<file path="config.mk">
export PLATFORM = sky130hd
export DESIGN_NAME = hazard_sched
export DESIGN_NICKNAME = d
export VERILOG_FILES = /design/src/rtl/hazard_sched.sv
export SDC_FILE = /design/constraint.sdc
export NUM_CORES = 1
export LEC_CHECK = 0
export BUFFER_PORTS_ARGS = -buffer_cell sky130_fd_sc_hd__buf_2
export CAP_MARGIN = 20
export CORE_MARGIN = 2
export CORE_UTILIZATION = 36
export DETAILED_ROUTE_END_ITERATION = 7
export PLACE_DENSITY = 0.56
export SYNTH_ARGS = -nofsm -noshare
export SYNTH_HDL_FRONTEND = slang
export SYNTH_SLANG_ARGS = --single-unit
</file>
<file path="constraint.sdc">
create_clock -name CLK -period 2.4 [get_ports CLK]
set_clock_uncertainty 0.2 [all_clocks]
set_input_delay 0.12 -clock CLK [delete_from_list [all_inputs] [get_ports CLK]]
set_output_delay 0.12 -clock CLK [all_outputs]
set_load 0.1 [all_outputs]
</file>
<file path="src/rtl/hazard_sched.sv">
// Hazard scheduler for the 5-stage MIPS core: shadows dst/Tnew through E, M and W,
// decides D-stage stalls, tracks mult/div occupancy and drives the D/E forwarding selects.
module hazard_sched #(
  parameter int MULT_CYCLES = 5,
  parameter int DIV_CYCLES  = 10
) (
  input  logic       CLK,
  input  logic       Reset,
  input  logic [4:0] Rs_D,
  input  logic [4:0] Rt_D,
  input  logic [1:0] TuseRs_D,
  input  logic [1:0] TuseRt_D,
  input  logic [4:0] Dst_D,
  input  logic [1:0] Tnew_D,
  input  logic       StartMD_D,
  input  logic       IsDiv_D,
  input  logic       UsesMD_D,
  output logic       Stall,
  output logic [1:0] ForwardRSD,
  output logic [1:0] ForwardRTD,
  output logic [1:0] ForwardRSE,
  output logic [1:0] ForwardRTE,
  output logic       MDBusy
);

  logic [4:0] e_rs_p0, e_rt_p0, e_dst_p0;
  logic [1:0] e_tnew_p0;
  logic       e_md_p0, e_div_p0;
  logic [4:0] m_dst_p1;
  logic [1:0] m_tnew_p1;
  logic [4:0] w_dst_p2;
  logic [3:0] cnt;
  logic       md_stall;

  function automatic logic [1:0] sat0_dec(input logic [1:0] t);
    return (t == 2'd0) ? 2'd0 : t - 2'd1;
  endfunction

  function automatic logic hit(input logic [4:0] r, input logic [4:0] dst);
    return (r != 5'd0) && (r == dst);
  endfunction

  function automatic logic src_stall(input logic [4:0] r, input logic [1:0] tuse,
                                     input logic [4:0] e_dst, input logic [1:0] e_tnew,
                                     input logic [4:0] m_dst, input logic [1:0] m_tnew);
    return (tuse != 2'd3) &&
           ((hit(r, e_dst) && (e_tnew > tuse)) || (hit(r, m_dst) && (m_tnew > tuse)));
  endfunction

  // M wins over W so the youngest producer of a register is the one forwarded
  function automatic logic [1:0] fwd_sel(input logic [4:0] r, input logic [4:0] m_dst,
                                         input logic [1:0] m_tnew, input logic [4:0] w_dst);
    if (hit(r, m_dst) && (m_tnew == 2'd0)) return 2'b10;
    else if (hit(r, w_dst))                return 2'b01;
    else                                   return 2'b00;
  endfunction

  assign md_stall = UsesMD_D && ((cnt != 4'd0) || e_md_p0);
  assign Stall    = src_stall(Rs_D, TuseRs_D, e_dst_p0, e_tnew_p0, m_dst_p1, m_tnew_p1) ||
                    src_stall(Rt_D, TuseRt_D, e_dst_p0, e_tnew_p0, m_dst_p1, m_tnew_p1) ||
                    md_stall;
  assign MDBusy     = (cnt != 4'd0) || e_md_p0;
  assign ForwardRSD = fwd_sel(Rs_D, m_dst_p1, m_tnew_p1, w_dst_p2);
  assign ForwardRTD = fwd_sel(Rt_D, m_dst_p1, m_tnew_p1, w_dst_p2);
  assign ForwardRSE = fwd_sel(e_rs_p0, m_dst_p1, m_tnew_p1, w_dst_p2);
  assign ForwardRTE = fwd_sel(e_rt_p0, m_dst_p1, m_tnew_p1, w_dst_p2);

  always_ff @(posedge CLK) begin
    if (Reset) begin
      e_rs_p0   <= '0;
      e_rt_p0   <= '0;
      e_dst_p0  <= '0;
      e_tnew_p0 <= '0;
      e_md_p0   <= 1'b0;
      e_div_p0  <= 1'b0;
      m_dst_p1  <= '0;
      m_tnew_p1 <= '0;
      w_dst_p2  <= '0;
      cnt       <= '0;
    end else begin
      // D -> E: a stalled instruction leaves a bubble behind it
      if (Stall) begin
        e_rs_p0   <= '0;
        e_rt_p0   <= '0;
        e_dst_p0  <= '0;
        e_tnew_p0 <= '0;
        e_md_p0   <= 1'b0;
        e_div_p0  <= 1'b0;
      end else begin
        e_rs_p0   <= Rs_D;
        e_rt_p0   <= Rt_D;
        e_dst_p0  <= Dst_D;
        e_tnew_p0 <= Tnew_D;
        e_md_p0   <= StartMD_D;
        e_div_p0  <= IsDiv_D;
      end
      // E -> M
      m_dst_p1  <= e_dst_p0;
      m_tnew_p1 <= sat0_dec(e_tnew_p0);
      // M -> W
      w_dst_p2  <= m_dst_p1;
      if (e_md_p0)
        cnt <= e_div_p0 ? 4'(DIV_CYCLES) : 4'(MULT_CYCLES);
      else if (cnt != 4'd0)
        cnt <= cnt - 4'd1;
    end
  end

endmodule

</file>
* Word-level counts from Yosys, hierarchy flattened
Index checks and enable logic that the tools add are counted.
Operators by class: add/subtract/negate cells 2, reductions and logical operators 36, order comparisons 4, muxes and demuxes 11, equal/unequal tests 12
Operators by type and width (number):
- $eq A5 B5 Y1 | 10
- $logic_and A1 B1 Y1 | 21
- $reduce_bool A5 Y1 | 4
- $mux W4 | 3
- $gt A2 B2 Y1 | 4
- $mux W2 | 4
- $logic_or A1 B1 Y1 | 5
- $logic_not A2 Y1 | 2
- $mux W1 | 4
- $ne A2 B2 Y1 const B | 2
- $reduce_bool A4 Y1 | 1
- $reduce_or A2 Y1 | 2
- $sub A4 B1 Y4 const B | 1
- $reduce_bool A2 Y1 | 1
- $sub A2 B1 Y2 const B | 1
Storage, ports and cells: output and inout port bits 10, register bits 35, word-level logic and storage cells 75, bits of input ports 26

* Depth between registers and ports, before layout
Gate-level depths: netlist of run 1.
word-level depth 8, depth in mapped cells 8, gate-level depth less buffers 7

* Worst setup path after synthesis of run 1
OpenSTA, ideal clock, no wires.
kind reg-to-output, start register e_rt_p0[1], end output ForwardRTE[0], setup slack -2.440 ns, arrival time 4.520 ns, stages on the path, launching flop included 4, cells stage by stage dfxtp_1 or4_1 o2111a_1 nor4_1
Between the ends: word-level cells in the longest chain between the ends 4, elaborated cells on any way between the ends 8, classes of those cells eq/ne: 2; mux: 2; reduce/logical: 4
RTL lines:
- start, declared | RTL line 26 | logic [4:0] e_rs_p0, e_rt_p0, e_dst_p0;
- start signal, assigned | RTL line 91 | e_rt_p0 <= Rt_D;
- $eq A5 B5 Y1 / $reduce_bool A5 Y1 (equally long branches) | RTL line 40 | return (r != 5'd0) && (r == dst);
- $logic_and A1 B1 Y1 | RTL line 40
- $mux W1 / $logic_and A1 B1 Y1 (equally long branches) | RTL line 54, 53
- $mux W2 * | RTL line 53 | if (hit(r, m_dst) && (m_tnew == 2'd0)) return 2'b10;
- end, declared | RTL line 22 | output logic [1:0] ForwardRTE,
Mark *: on every way between the ends. The rest lies on a longest branch, timed or not.

* Final worst setup path of run 1
Ends and elaborated chain as after synthesis.

==> metrics, run 1 <==
status complete, no violations; TritonCTS clock tree yes; pin count of the biggest net entering global routing 36; Die W 82.2 um; crit path cell chain or4_1 -> o2111a_1 -> nor4_4 -> buf_12; HPWL after DPL 3970 um; leakage 0.00128 uW; Slowest cell on crit path or4_1; Multi-input gate area 1470 um2; Register-to-Register Path Depth 5; Post-Synth XOR/XNOR Area 0.211; Peak supply drop 0.000597 V; CP startpoint kind register; Final Cycle Share 0.967; Overall Power 2400 uW; RD Place Congestion 0.824; Fin. Hold Viols 0; Worst path max stage delay 0.55 ns; io pins 36; Final min period 2.32 ns; core area 5920 um2; clock slew at reported path FFs 0.08 ns; cell count after synthesis 227; PnR worst setup slack 0.0797 ns; Post-Synth Adder-Cell Area 0.0625; delay-heaviest family, CP simple AND/OR/NAND/NOR gates; Area Overhead vs Synth 30.4%; Pwr Density 836 nW/um2; largest family of logic cells by synthesized area simple AND/OR/NAND/NOR gates; final routed DRC violation total 0; Slew HR 0.437; first-pass GRT wire length 8690 um; RSZ-0062 raised after global routing false; vias in the first global route 1,701; Mapped Area 2200 um2; number of fill cells 569; Buf/Inv on CP 1; CTS Sinks 35; num rows 28; Total Routing Usage GR 0.170; worst-margin pin slew 0.844 ns; max_cap viols 0; r2r setup slk 0.29 ns; hold depth 2; endpoints failing setup 0; CP endpoint kind output port; Syn. warnings 0; syn nets 264; worst r2r dst e_rt_p0[1]$_SDFF_PP0_; WL per Instance 15.0 um; Vias 1,757; Reg-to-Reg Start m_tnew_p1[1]$_SDFF_PP0_; antenna violations before repair 0; DRT antenna net count 0; nets@finish 313; f_max 431 MHz; CTS H-tree depth 2; register area 703 um2; Worst Hold End e_rs_p0[0]$_SDFF_PP0_; Ant. Diodes 0; Yosys cell types 35; post-synthesis compound-gate area fraction 0.0665; Worst Hold Launch Rs_D[0]; GRT overflow 0; worst-path maximum fanout 3; die area 6760 um2; worst skew pair latency 0.29 ns; Detailed Route Iter0 Violations 78; I/O Buffers 35; data required time at the worst endpoint 2.08 ns; Worst Hold Class in2reg; post-synthesis simple-gate area fraction 0.272; die height 82.2 um; pre-CTS setup slack 0.261 ns; Seq/Total Area, Yosys 0.318; Slew Limit Fails 0; WS Path Type reg2out; layout cells sized above 1 0.314; Root Driver clkbuf_8; Vias/cell 4.99; post-synthesis mux area share 0.00511; synthesis-stage register bit count 35; Initial DRT Pass Iterations 4; Avg Inst Size Synth 9.70 um2; initial core utilization 0.372; crit path DAT 2.00 ns; Post-Route WL 5280 um; Post-CTS Repair Setup Buffers 0; Max clock buf depth 2; Num CTS Buffers 5
cells in the mapped netlist, drive strengths merged:
library cell / number / area (um2)
xor2: 45 / 394
dfxtp: 35 / 701
inv: 18 / 67.6
nor4: 18 / 169
nor2b: 14 / 87.6
ha: 11 / 138
nor4b: 10 / 150
clkbuf: 9 / 33.8
nor3: 8 / 40.0
xnor2: 8 / 70.1
nor2: 7 / 26.3
buf: 6 / 42.5
or4: 6 / 45.0
nand2: 5 / 18.8
a21oi: 4 / 20.0
o21ai: 4 / 23.8
a2bb2oi: 2 / 17.5
nand2b: 2 / 12.5
nand4: 2 / 18.8
o2111a: 2 / 22.5
o211ai: 2 / 28.8
a211o: 1 / 10.0
a22oi: 1 / 7.51
and3: 1 / 6.26
mux2: 1 / 11.3
nand3: 1 / 5.00
nor3b: 1 / 12.5
o21a: 1 / 7.51
o2bb2ai: 1 / 8.76
or2: 1 / 6.26
worst max path at each step:
stage | startpoint | end | depth (start not counted) | slack [ns]
after floorplan | e_rt_p0[1]$_SDFF_PP0_ | ForwardRTE[0] | 3 | -0.60
after global placement | m_tnew_p1[0]$_SDFF_PP0_ | e_rs_p0[3]$_SDFF_PP0_ | 8 | 0.28
after detailed placement | m_tnew_p1[0]$_SDFF_PP0_ | e_rt_p0[1]$_SDFF_PP0_ | 8 | 0.26
after CTS | cnt[0]$_SDFFE_PP0N_ | Stall | 8 | 0.007
after global routing | e_tnew_p0[0]$_SDFF_PP0_ | Stall | 8 | 0.0007
final | e_rt_p0[1]$_SDFF_PP0_ | ForwardRTE[0] | 4 | 0.08
registers in the layout, indices dropped and copies added, names as in the netlist:
| signal | flops |
|---|---|
| e_dst_p0 | 5 |
| e_rs_p0 | 5 |
| e_rt_p0 | 5 |
| m_dst_p1 | 5 |
| w_dst_p2 | 5 |
| cnt | 4 |
| e_tnew_p0 | 2 |
| m_tnew_p1 | 2 |
| e_div_p0 | 1 |
| e_md_p0 | 1 |
worst register-to-register path, cell delays in order, from the launching register on:
cell and delay, ns:
dfxtp_1 0.45, ha_1 0.30, a211o_2 0.36, o211ai_4 0.22, buf_4 0.33, nor4b_2 0.10
power by group:
group          total, uW  internal (uW)  switching, uW
Clock                430            202            228
Combinational       1190            464            726
Sequential           780            673            107
repair_timing:
item / 4_1_cts / 5_1_grt
hold buffers: 16 / 1
resized for setup: 1 / 6
cloned: 0 / 0
endpoints found under the hold margin: 16 / 1
endpoints found under the setup margin: 1 / 3
cell usage in the layout, fill, tap and decap left out, types with 6 or more instances in the layout:
master,count
xor2_1,45
dfxtp_1,33
buf_2,28
inv_1,18
dlygate4sd3_1,17
nor2b_1,13
ha_1,11
nor4_2,10
nor4b_2,10
nor3_1,8
xnor2_1,8
nor2_1,7
or4_1,6
buf_4,6
area by class of cell:
cell class | instances | area share
Multi-Input combinational cell | 159 | 0.511
Clock inverter | 3 | 0.00697
Inverter | 18 | 0.0235
Timing Repair Buffer | 57 | 0.157
Sequential cell | 35 | 0.245
Clock buffer | 5 | 0.0240
Tap cell | 75 | 0.0327
metal layers:
layer	GRT usage	up-vias	wire length, um
met5	0	-	0
li1	-	876	-
met1	0.229	822	2460
met2	0.271	52	2420
met3	0.0359	7	323
met4	0.0550	0	79
per-stage QoR:
stage | utilization | hold WS, ns | instance area [um2] | std cells | setup TNS, ns
2_1_floorplan | - | 0.0549 | 2290 | 227 | -1.01
3_3_place_gp | 0.437 | 0.166 | 2590 | 327 | 0
3_5_place_dp | 0.437 | 0.163 | 2590 | 327 | 0
4_1_cts | 0.480 | 0.000994 | 2840 | 351 | 0
5_1_grt | 0.485 | 0.000253 | 2870 | 352 | 0
6_report | 0.485 | 0.00646 | 2870 | 352 | 0
cells by family after synthesis:
group                    after synthesis
AND/OR/NAND/NOR                       76
flip-flops                            35
AO/OA/AOI/OAI                         18
buffers and inverters                 33
adder cells (fa/ha/maj)               11
multiplexers                           1
XOR/XNOR                              53
No activity file was read; power rests on OpenSTA's default activity.
==> run 2: changes to the inputs <==
--- a/config.mk
+++ b/config.mk
@@ -8,9 +8,9 @@
 export BUFFER_PORTS_ARGS = -buffer_cell sky130_fd_sc_hd__buf_2
 export CAP_MARGIN = 20
 export CORE_MARGIN = 2
-export CORE_UTILIZATION = 36
+export CORE_UTILIZATION = 56
 export DETAILED_ROUTE_END_ITERATION = 7
-export PLACE_DENSITY = 0.56
+export PLACE_DENSITY = 0.8
 export SYNTH_ARGS = -nofsm -noshare
 export SYNTH_HDL_FRONTEND = slang
 export SYNTH_SLANG_ARGS = --single-unit
==> run 2 against run 1 <==
Critical path depth did not move. Worst setup slack got worse by 0.0045 ns. Flip-flop and latch count is the same. Register-to-register slack got worse by 0.12 ns. Die area shrank 34%. Global-route usage is 8.4 points higher. Non-clock buffer count shrank 2. Clock-buffer cell count unchanged. Design area decreased by 1.6%. Final cell count decreased by 8.2%. Routed wire length is 2.7% lower.
==> metrics, run 2 (synthesis results as in run 1) <==
Comb pwr share 0.500; Worst Hold Class in2reg; Fin. Hold Viols 0; vias in the first global route 1,810; r2r setup slk 0.17 ns; Post-Route WL 5140 um; worst-margin pin slew 0.803 ns; delay-heaviest family, CP flip-flops; Reg-to-Reg Start m_tnew_p1[1]$_SDFF_PP0_; commonest cells after routing, fill and taps aside xor2_1, dfxtp_1, buf_2, inv_1, dlygate4sd3_1; I/O Buffers 35; CTS Sinks 35; DRT antenna net count 0; Flop pwr share 0.327; Num CTS Buffers 5; Fin Hold WS 0.00601 ns; clock slew at reported path FFs 0.07 ns; status complete, no violations; RSZ-0062 raised after global routing false; CP startpoint kind register; endpoints failing setup 0; Die W 66.7 um; number of fill cells 246; Initial DRT Pass Iterations 4; HPWL after DPL 3850 um; Final Cycle Share 0.969; Vias 1,766; internal power 1340 uW; Total Routing Usage GR 0.255; leakage 0.00127 uW; final routed DRC violation total 0; Peak supply drop 0.000733 V; antenna violations before repair 0; worst r2r dst e_rt_p0[1]$_SDFF_PP0_; io pins 36; first-pass GRT wire length 8440 um; Max clock buf depth 2; hold depth 2; Clock power frac 0.172; max_cap viols 0; TritonCTS clock tree yes; Worst path max stage delay 0.48 ns; Worst Hold End e_rt_p0[0]$_SDFF_PP0_; layout cells sized above 1 0.313; num rows 22; Pwr Density 848 nW/um2; Slew HR 0.464; Slowest cell on crit path dfxtp_1; CTS H-tree depth 2; most common cell after layout, fill and taps aside xor2_1; sw frac 0.440; crit path DAT 2.00 ns; WL per Instance 15.9 um; TNS Setup 0 ns; die area 4450 um2; Slew Limit Fails 0; worst skew pair latency 0.29 ns; CP endpoint kind output port; initial core utilization 0.593; NetSw 1050 uW; nets@finish 311; Buf/Inv on CP 1; Vias/cell 5.47; WS Path Type reg2out; Area Overhead vs Synth 28.3%; f_max 430 MHz; Detailed Route Iter0 Violations 91; RD Place Congestion 0.900; data required time at the worst endpoint 2.08 ns; Register-to-Register Path Depth 8; worst-path maximum fanout 5; crit path cell chain xor2_1 -> nor4_1 -> o2111a_2 -> buf_2; GRT overflow 0; Ant. Diodes 0; Final min period 2.32 ns; Worst Hold Launch Rt_D[0]; core area 3720 um2; die height 66.7 um; pin count of the biggest net entering global routing 36; Root Driver clkbuf_8
[run 2: cell types whose count changed in the layout (fill, tap and decap cells not counted), sizes merged]
cell	change
buf	-1
dlygate4sd3	-1
[run 2: per-stage QoR]
step,utilization,total power (uW),area (um2),worst slack (ns),instances
6_report,0.760,2400,2830,0.0752,323
5_1_grt,0.760,2520,2830,0.00267,323
4_1_cts,0.751,2370,2790,0.0192,322
3_5_place_dp,0.683,1940,2540,0.230,298
3_3_place_gp,0.683,1920,2540,0.305,298
2_1_floorplan,-,1690,2290,-0.605,227
[run 2: timing repair]
action	in CTS	in global routing
pin swaps	0	2
hold buffers	16	0
endpoints found under the hold margin	16	0
setup buffers	0	1
gates resized for setup	1	6
endpoints found under the setup margin	1	3
[run 2: power groups by stage]
stage          Clock [uW]  Sequential [uW]  Combinational, uW
2_1_floorplan           0              753                937
3_3_place_gp            0              791               1120
3_5_place_dp            0              792               1150
4_1_cts               421              779               1170
5_1_grt               445              796               1280
6_report              413              784               1200
[run 2: cell type report]
class	instances	area, um2	share of cell area
Clock buffer	5	68.8	0.0244
Clock inverter	3	20.0	0.00709
Inverter	18	67.6	0.0239
Multi-Input combinational cell	159	1480	0.523
Sequential cell	35	702	0.248
Tap cell	48	60.1	0.0213
Timing Repair Buffer	55	430	0.152
[run 2: how the worst max path moves through the flow]
| stage | slack [ns] | cells after the start | end | start |
|---|---|---|---|---|
| 6_report | 0.08 | 4 | ForwardRSE[1] | m_dst_p1[3]$_SDFF_PP0_ |
| 3_3_place_gp | 0.31 | 6 | ForwardRSD[0] | m_dst_p1[0]$_SDFF_PP0_ |
| 2_1_floorplan | -0.60 | 3 | ForwardRTE[0] | e_rt_p0[1]$_SDFF_PP0_ |
| 5_1_grt | 0.003 | 7 | Stall | m_tnew_p1[1]$_SDFF_PP0_ |
| 4_1_cts | 0.02 | 8 | Stall | cnt[0]$_SDFFE_PP0N_ |
| 3_5_place_dp | 0.23 | 7 | e_rs_p0[3]$_SDFF_PP0_ | m_tnew_p1[1]$_SDFF_PP0_ |
[run 2: layer usage]
| metal | GRT usage | wire length [um] | vias to the layer above |
|---|---|---|---|
| met5 | 0 | 0 | - |
| met4 | 0.0791 | 77 | 0 |
| met3 | 0.0591 | 227 | 11 |
| met2 | 0.444 | 2530 | 46 |
| met1 | 0.309 | 2310 | 843 |
| li1 | - | - | 866 |
==> run 3: changes to the inputs <==
--- a/config.mk
+++ b/config.mk
@@ -5,12 +5,14 @@
 export SDC_FILE = /design/constraint.sdc
 export NUM_CORES = 1
 export LEC_CHECK = 0
+export ABC_AREA = 1
 export BUFFER_PORTS_ARGS = -buffer_cell sky130_fd_sc_hd__buf_2
 export CAP_MARGIN = 20
 export CORE_MARGIN = 2
 export CORE_UTILIZATION = 56
+export CTS_BUF_LIST = sky130_fd_sc_hd__clkbuf_8 sky130_fd_sc_hd__clkbuf_16
 export DETAILED_ROUTE_END_ITERATION = 7
-export PLACE_DENSITY = 0.8
+export PLACE_DENSITY = 0.81
 export SYNTH_ARGS = -nofsm -noshare
 export SYNTH_HDL_FRONTEND = slang
 export SYNTH_SLANG_ARGS = --single-unit
==> run 3 against run 2 <==
Clock power rose by 14%. Final cell count increased by 24%. Critical endpoint is now ForwardRSD[1]. Die area decreased by 5.5%. Design area decreased by 4.0%. Core utilization fell by 0.80 points. Largest cell class unchanged. Critical path depth up 3. Synthesized cell count increased by 30%. Hold slack better by 0.14 ns. Via count up 15%. Sequential power is 1% lower.
==> metrics, run 3 <==
status complete, no violations; Reg-to-Reg Start e_tnew_p0[0]$_SDFF_PP0_; vias in the first global route 1,901; Flop pwr share 0.332; endpoints failing setup 0; WS Path Type in2out; TritonCTS clock tree yes; die height 64.8 um; synthesis-stage register bit count 35; RD Place Congestion 0.878; max_cap viols 0; data required time at the worst endpoint 2.08 ns; Peak supply drop 0.000675 V; Slew Limit Fails 0; leakage 0.00130 uW; Die W 64.8 um; Total Routing Usage GR 0.279; Overall Power 2340 uW; layout cells sized above 1 0.186; area fraction of the dominant cell type after synthesis 0.338; ys async rst share 0; Mapped Area 2070 um2; Final min period 2.29 ns; Fin. Hold Viols 0; Detailed Route Iter0 Violations 117; die area 4200 um2; Max clock buf depth 2; Root Driver clkbuf_8; most common cell after layout, fill and taps aside nor2_1; Area Overhead vs Synth 30.8%; worst-path maximum fanout 5; Worst path max stage delay 0.52 ns; worst-margin pin slew 0.580 ns; Num CTS Buffers 5; Fin Hold WS 0.151 ns; final routed DRC violation total 0; r2r setup slk 0.45 ns; Seq/Total Area, Yosys 0.338; Post-synth EDFFs 0; GRT overflow 0; CTS H-tree depth 2; CP startpoint kind input pin; number of fill cells 273; nets@finish 390; delay-heaviest family, CP buffers and inverters; Ant. Diodes 0; Slew HR 0.610; Vias 2,027; count leader, synth nor2_1; sw frac 0.463; Buf/Inv on CP 4; Post-Route WL 5170 um; Clock power frac 0.201; Syn. warnings 0; NetSw 1080 uW; Yosys cell types 25; Vias/cell 5.04; crit path DAT 1.97 ns; Initial DRT Pass Iterations 4; pre-CTS setup slack 0.356 ns; I/O Buffers 35; first-pass GRT wire length 8870 um; synth cell count leaders nor2_1, inv_1, nand2_1, dfxtp_1, xnor2_1; HPWL after DPL 3660 um; Post-synth top flop dfxtp_1; io pins 36; Slowest cell on crit path dlygate4sd3_1; antenna violations before repair 0; hold depth 4; Worst Hold End e_dst_p0[1]$_SDFF_PP0_; Pwr Density 863 nW/um2; DRT antenna net count 0; Register-to-Register Path Depth 12; initial core utilization 0.575; RSZ-0062 raised after global routing false; CTS Sinks 35; Worst Hold Launch UsesMD_D; internal power 1260 uW; syn nets 333; pin count of the biggest net entering global routing 20; CP endpoint kind output port; PnR worst setup slack 0.114 ns; clock slew at reported path FFs 0.08 ns; worst r2r dst e_dst_p0[0]$_SDFF_PP0_; Post-CTS Repair Setup Buffers 0; crit path cell chain dlygate4sd3_1 -> buf_2 -> inv_1 -> nand4_1 -> nand2_1 -> nor4_4 -> clkbuf_4; f_max 437 MHz; Comb pwr share 0.468; dominant cells by area after synthesis dfxtp_1, nor2_1, inv_1, xnor2_1, nand2_1; cell count after synthesis 296; core area 3610 um2; commonest cells after routing, fill and taps aside nor2_1, inv_1, nand2_1, dfxtp_1, buf_2; Final Cycle Share 0.953; worst skew pair latency 0.30 ns; Avg Inst Size Synth 7.00 um2; WL per Instance 12.9 um; post-synth top area cell dfxtp_1; num rows 22; Worst Hold Class in2reg
-- run 3: changes by cell type after synthesis, sizes merged, moves of 8 or more --
cell   change
nor4b     -10
nor4      -14
nand2     +41
inv       +36
nand4      +8
nor2      +53
xnor2     +13
xor2      -34
nor2b     -14
-- run 3: cell type report --
class,instances,area [um2],area share
sequential,35,704,0.260
timing repair buffer,55,393,0.145
multi-input combinational,202,1250,0.462
clock inverter,2,16.3,0.00600
inverter,54,203,0.0747
clock buffer,6,82.6,0.0304
tap,48,60.1,0.0221
-- run 3: cell families after synthesis --
kind of cell / count (synthesis) / synth area share
AO/OA/AOI/OAI: 22 / 0.0616
XOR/XNOR: 32 / 0.135
adder cells (fa/ha/maj): 11 / 0.0664
buffers and inverters: 59 / 0.112
flip-flops: 35 / 0.338
AND/OR/NAND/NOR: 137 / 0.287
-- run 3: timing repair --
action	CTS	global route
hold buffers	20	0
endpoints found under the setup margin	0	4
endpoints found under the hold margin	30	0
resized for setup	0	8
-- run 3: worst reg2reg max path: cells and delay by family (launching register included) --
family / cells / cell delay, ns
buffers and inverters: 2 / 0.12
flip-flops: 1 / 0.33
adder cells (fa/ha/maj): 1 / 0.28
AND/OR/NAND/NOR: 9 / 0.96
-- run 3: metal layers --
metal  wire length [um]  share of wire  vias to the layer above  GRT usage
li1                   -              -                     1037          -
met1               2090           0.40                      894      0.343
met2               2620           0.51                       80      0.461
met3                318          0.062                       16     0.0694
met4                142          0.027                        0      0.122
met5                  0              0                        -          0
-- run 3: stage by stage --
| step | utilization | cell area [um2] | TNS (ns) | std cells |
|---|---|---|---|---|
| 2_1_floorplan | - | 2210 | -4.98 | 296 |
| 3_3_place_gp | 0.664 | 2400 | 0 | 374 |
| 3_5_place_dp | 0.664 | 2400 | 0 | 374 |
| 4_1_cts | 0.747 | 2700 | 0 | 402 |
| 5_1_grt | 0.752 | 2710 | 0 | 402 |
| 6_report | 0.752 | 2710 | 0 | 402 |
-- run 3: how the worst max path moves through the flow --
stage                            startpoint             to  slack [ns]  depth (start not counted)
floorplan           m_tnew_p1[0]$_SDFF_PP0_  ForwardRTE[0]       -0.28                          5
global placement    e_tnew_p0[0]$_SDFF_PP0_          Stall        0.37                         10
detailed placement  e_tnew_p0[0]$_SDFF_PP0_          Stall        0.36                         10
CTS                 e_tnew_p0[0]$_SDFF_PP0_          Stall        0.02                         10
global route         m_dst_p1[0]$_SDFF_PP0_  ForwardRSE[1]        0.01                          6
finish                              Rs_D[3]  ForwardRSD[1]        0.11                          7
-- run 3: power groups by stage --
stage | sequential (uW) | combinational [uW] | clock (uW)
floorplan | 752 | 899 | 0
global placement | 784 | 1010 | 0
detailed placement | 787 | 1040 | 0
CTS | 775 | 1060 | 475
global route | 789 | 1200 | 515
finish | 776 | 1090 | 469
